--- src/rtl/ama_riscv_spec_ctrl.sv ---
// Branch speculation controller: tracks one outstanding conditional branch
// from DEC to its resolution in MEM, redirecting fetch and flushing on mispredict.
module ama_riscv_spec_ctrl (
  input  logic        clk,
  input  logic        rst,
  input  logic        dec_br,
  input  logic [31:0] pc_dec,
  input  logic [31:0] br_tgt,
  input  logic        pred,
  input  logic        stall_in,
  input  logic        res_valid,
  input  logic        res_taken,
  output logic        spec_enter,
  output logic        spec_resolve,
  output logic        br_res,
  output logic [31:0] pc_mem,
  output logic        pred_tgt_en,
  output logic [31:0] pred_tgt,
  output logic        flush,
  output logic [31:0] redirect_pc,
  output logic        stall_dec,
  output logic        spec_active,
  output logic        err,
  output logic [31:0] cnt_br,
  output logic [31:0] cnt_mispred
);

  typedef enum logic [1:0] {IDLE, SPEC, RECOVER} state_t;

  state_t      state_q, state_d;
  logic [31:0] s_pc_q, s_pc_d;
  logic [31:0] s_tgt_q, s_tgt_d;
  logic        s_pred_q, s_pred_d;
  logic        err_q, err_d;
  logic [31:0] cnt_br_q, cnt_br_d;
  logic [31:0] cnt_mispred_q, cnt_mispred_d;

  logic in_spec;
  logic resolve;
  logic mispredict;
  logic accept;

  function automatic logic [31:0] sat_inc(input logic [31:0] v);
    return (v == 32'hFFFF_FFFF) ? v : v + 32'd1;
  endfunction

  always_comb begin
    in_spec    = (state_q == SPEC);
    resolve    = in_spec && res_valid;
    mispredict = resolve && (res_taken != s_pred_q);
    // A correct resolve frees the single slot in the same cycle it resolves.
    accept     = dec_br && !stall_in && !mispredict &&
                 ((state_q == IDLE) || (resolve && !mispredict));

    state_d       = state_q;
    s_pc_d        = s_pc_q;
    s_tgt_d       = s_tgt_q;
    s_pred_d      = s_pred_q;
    err_d         = err_q;
    cnt_br_d      = cnt_br_q;
    cnt_mispred_d = cnt_mispred_q;

    case (state_q)
      IDLE:    if (accept) state_d = SPEC;
      SPEC: begin
        if (mispredict)   state_d = RECOVER;
        else if (resolve) state_d = accept ? SPEC : IDLE;
      end
      RECOVER: state_d = IDLE;
      default: state_d = IDLE;
    endcase

    if (accept) begin
      s_pc_d   = pc_dec;
      s_tgt_d  = br_tgt;
      s_pred_d = pred;
    end

    if (res_valid && !in_spec) err_d = 1'b1;
    if (resolve)    cnt_br_d      = sat_inc(cnt_br_q);
    if (mispredict) cnt_mispred_d = sat_inc(cnt_mispred_q);
  end

  always_ff @(posedge clk) begin
    if (rst) begin
      state_q       <= IDLE;
      s_pc_q        <= 32'd0;
      s_tgt_q       <= 32'd0;
      s_pred_q      <= 1'b0;
      err_q         <= 1'b0;
      cnt_br_q      <= 32'd0;
      cnt_mispred_q <= 32'd0;
    end else begin
      state_q       <= state_d;
      s_pc_q        <= s_pc_d;
      s_tgt_q       <= s_tgt_d;
      s_pred_q      <= s_pred_d;
      err_q         <= err_d;
      cnt_br_q      <= cnt_br_d;
      cnt_mispred_q <= cnt_mispred_d;
    end
  end

  // Outputs are forced quiet while rst is held, even before the first edge clears state.
  assign spec_enter   = accept && !rst;
  assign spec_resolve = resolve && !rst;
  assign br_res       = resolve && res_taken && !rst;
  assign pc_mem       = rst ? 32'd0 : s_pc_q;
  assign pred_tgt_en  = accept && pred && !rst;
  assign pred_tgt     = br_tgt;
  assign flush        = mispredict && !rst;
  assign redirect_pc  = (mispredict && !rst) ?
                        (res_taken ? s_tgt_q : s_pc_q + 32'd4) : 32'd0;
  assign stall_dec    = in_spec && dec_br && !res_valid && !rst;
  assign spec_active  = in_spec && !rst;
  assign err          = err_q && !rst;
  assign cnt_br       = rst ? 32'd0 : cnt_br_q;
  assign cnt_mispred  = rst ? 32'd0 : cnt_mispred_q;

endmodule

--- config.mk ---
export PLATFORM = sky130hd
export DESIGN_NAME = ama_riscv_spec_ctrl
export DESIGN_NICKNAME = d
export VERILOG_FILES = /design/src/rtl/ama_riscv_spec_ctrl.sv
export SDC_FILE = /design/constraint.sdc
export NUM_CORES = 1
export LEC_CHECK = 0
export BUFFER_PORTS_ARGS = -buffer_cell sky130_fd_sc_hd__buf_2
export CAP_MARGIN = 20
export CELL_PAD_IN_SITES_DETAIL_PLACEMENT = 1
export CELL_PAD_IN_SITES_GLOBAL_PLACEMENT = 1
export CORE_UTILIZATION = 34
export CTS_BUF_LIST = sky130_fd_sc_hd__clkbuf_8
export CTS_CLUSTER_SIZE = 20
export DETAILED_ROUTE_END_ITERATION = 10
export HOLD_SLACK_MARGIN = 0.08
export MAX_ROUTING_LAYER = met4
export PLACE_DENSITY_LB_ADDON = 0.05
export SYNTH_ARGS = -nofsm -noshare
export SYNTH_HDL_FRONTEND = slang
export SYNTH_SLANG_ARGS = --single-unit
--- constraint.sdc ---
create_clock -name clk -period 2.2 [get_ports clk]
set_input_delay 0.33 -clock clk [delete_from_list [all_inputs] [get_ports clk]]
set_output_delay 0.33 -clock clk [all_outputs]
set_load 0.01 [all_outputs]
==> results.cfg <==
[drt]
dr.pass1.iters = 5
via_count = 7728
drc = 0
ant_nets = 0
drt-total-wl_um = 24800
vias_per_cell = 4.989
drt_iter0_markers = 282
wl_per_cell_um = 16.01

[worst_setup_path]
crit_buf_inv = 2
startpoint_type = flip-flop
critPathTopFamily = simple AND/OR/NAND/NOR gates
worstPathMaxFanout = 9
critPathArrivalTime_ns = 2.18
crit_slowest_cell = dfxtp_1
required_ns = 1.87
rrSetupSlack_ns = 0.13
timing_worst_setup_path_type = flip-flop to primary output
cpPeakStageDelay_ns = 0.33
critPathCaptureType = primary output
crit_chain = and4_1, nand4_1, buf_4, nor4_4, xnor2_1, a21oi_1, buf_2

[global_route]
grt_pass1_vias = 7579
antenna_found_initial = 1
grt_pass1_wl_um = 39300
track_usage = 0.2272
overflow = 0
grt_max_degree = 69

[layout]
mostFrequentLayoutCells = buf_2 (236), nand2_1 (179), dfxtp_1 (119)
final_common_cell = buf_2
layout-drive-gt1-share = 0.3464
fin_nets = 1334
areaGrowthSynthToFinish_pct = 36.94
final_util = 0.4807

[floorplanning]
start_util = 0.3510
num_rows = 53
die_x_um = 150.0
dieArea_um2 = 22500
pin_count = 239
core_um2 = 21220
die_y_um = 150.0

[yosys]
synthArstFlopShare = 0
syn_area_per_cell_um2 = 7.531
syn_nets = 1063
ys_ff_latch = 132
synthDistinctLibCells = 53
synth_area_um2 = 7448
seq_area_frac_synth = 0.3548
ys_warn_count = 0
syn_inst = 989
synth_edf_count = 0
synthFlopType = dfxtp_1

[clock_network]
cts_tree = yes
cts_buffers = 17
clk_pin_slew_worst_paths_ns = 0.08
cts-root-buf = clkbuf_8
insertion_delay_ns = 0.46
htreeDepth = 4
clock_path_buffers = 2
cts_num_sinks = 132

[job]
drv_cap = 0

[sta]
tightestPinTransition_ns = 0.6103
post-route-min-period_ns = 2.505
tns_ns = -3.640
final_hold_viol_count = 0
fmax_mhz = 399.2
finClkSkew_ns = 0.01462
final-max-slew-violation-count = 0
layout_setup_ws_ns = -0.3051
setup_viol = 18
rsz0062_at_grt = yes
finalCritPeriodShare = 1.139
slew_headroom = 0.5826

[power_and_ir_drop]
cellLeakagePower_nw = 4.428
ir_drop_v = 0.0003336
p_per_area_nw_per_um2 = 537.9
p_total_w = 0.005487

[placed_design]
gp_congestion = 0.7732
place_hpwl_um = 17800
pre_cts_ws_ns = 0.05871
port_buffers = 238

[run_status]
outcome = finished with violations
violations = setup timing

[min_path]
hp-class = input port to flip-flop
[per-stage QoR]
stage               hold slack (ns)  instances  instance area [um2]
global placement             0.4412       1494                 9189
CTS                         0.08126       1538                 9982
finish                      0.09916       1549                10200
floorplan                    0.4290        989                 7453
detailed placement           0.4472       1494                 9189
global route                0.08894       1549                10200
[flip-flops by register name, indices dropped and copies added, names as in the netlist]
register       flops
cnt_br_q          32
cnt_mispred_q     32
s_pc_q            32
s_tgt_q           32
state_q            2
err_q              1
s_pred_q           1
[kinds of logic (layout without fill, tap and decap cells)]
kind of cell	count (synthesis)	after routing	share of synthesized area
simple gates	502	502	0.3484
compound gates	179	179	0.1307
flops	132	132	0.3548
buf+inv	102	386	0.06954
xor+xnor	47	47	0.05628
mux	24	24	0.03528
fa+ha+maj	3	3	0.005040
other cells	0	1	0
[where the power goes]
group	internal [W]	switching, W
registers	0.00245	0.0000405
logic	0.000244	0.000343
clock network	0.00137	0.00103
[worst reg2reg max path: cells and delay by family (launching register included)]
kind / cells / cell delay, ns
AND/OR/NAND/NOR: 3 / 0.78
multiplexers: 1 / 0.31
buffers and inverters: 1 / 0.20
flip-flops: 1 / 0.39
AO/OA/AOI/OAI: 1 / 0.28
[what timing repair did]
action,in CTS,in global routing
pin swaps,6,11
endpoints found under the hold margin,4,0
setup endpoints to repair,28,40
resized for setup,51,31
buffers inserted,5,10
hold buffers,4,0
gates cloned,3,0
[Yosys cell counts (all sizes together) (2+ instances only)]
| cell | number | area, um2 |
|---|---|---|
| mux2i | 6 | 60.06 |
| and3 | 7 | 43.79 |
| clkbuf | 42 | 157.7 |
| xor2 | 15 | 131.4 |
| nor3 | 13 | 75.07 |
| dfxtp | 132 | 2643 |
| mux2 | 18 | 202.7 |
| a21oi | 111 | 555.5 |
| buf | 47 | 311.6 |
| or4 | 15 | 112.6 |
| nor2 | 72 | 270.3 |
| nor4 | 15 | 145.1 |
| or3 | 17 | 106.4 |
| nand2 | 182 | 683.2 |
| nor2b | 91 | 569.3 |
| nand4 | 25 | 171.4 |
| a31oi | 3 | 18.77 |
| a211o | 2 | 17.52 |
| ha | 3 | 37.54 |
| xnor2 | 32 | 287.8 |
| o2111ai | 3 | 32.53 |
| nand3 | 34 | 170.2 |
| inv | 13 | 48.79 |
| a211oi | 3 | 22.52 |
| o21ai | 49 | 245.2 |
| nand2b | 2 | 12.51 |
| a2111oi | 3 | 32.53 |
| and4 | 12 | 105.1 |
| a311oi | 2 | 17.52 |
| and2 | 8 | 50.05 |
| nor4b | 2 | 17.52 |
[routing by layer]
metal	vias up	wire, um	track usage
li1	3922	-	-
met1	3622	11400	0.2813
met5	-	0	-
met3	25	984	0.04085
met4	0	300	0.05909
met2	159	12110	0.3789
[worst paths after layout]
| path | start | cells after the start | to |
|---|---|---|---|
| worst max-delay path | s_pc_q[17] | 7 | redirect_pc[25] |
| worst min-delay path | pc_dec[16] | 3 | s_pc_q[16] |
| worst max register to register | cnt_mispred_q[27] | 6 | cnt_mispred_q[22] |
| worst min register to register | s_tgt_q[25] | 2 | s_tgt_q[25] |
[final cells by class]
| class | instances | area (um2) |
|---|---|---|
| fill | 2685 | 11020 |
| timing repair buffer | 341 | 2133 |
| sequential | 132 | 2664 |
| tap | 275 | 344.1 |
| clock inverter | 14 | 210.2 |
| clock buffer | 18 | 247.7 |
| antenna | 1 | 2.502 |
| inverter | 13 | 61.31 |
| multi-input combinational | 755 | 4537 |
No activity file was read; power rests on OpenSTA's default activity.
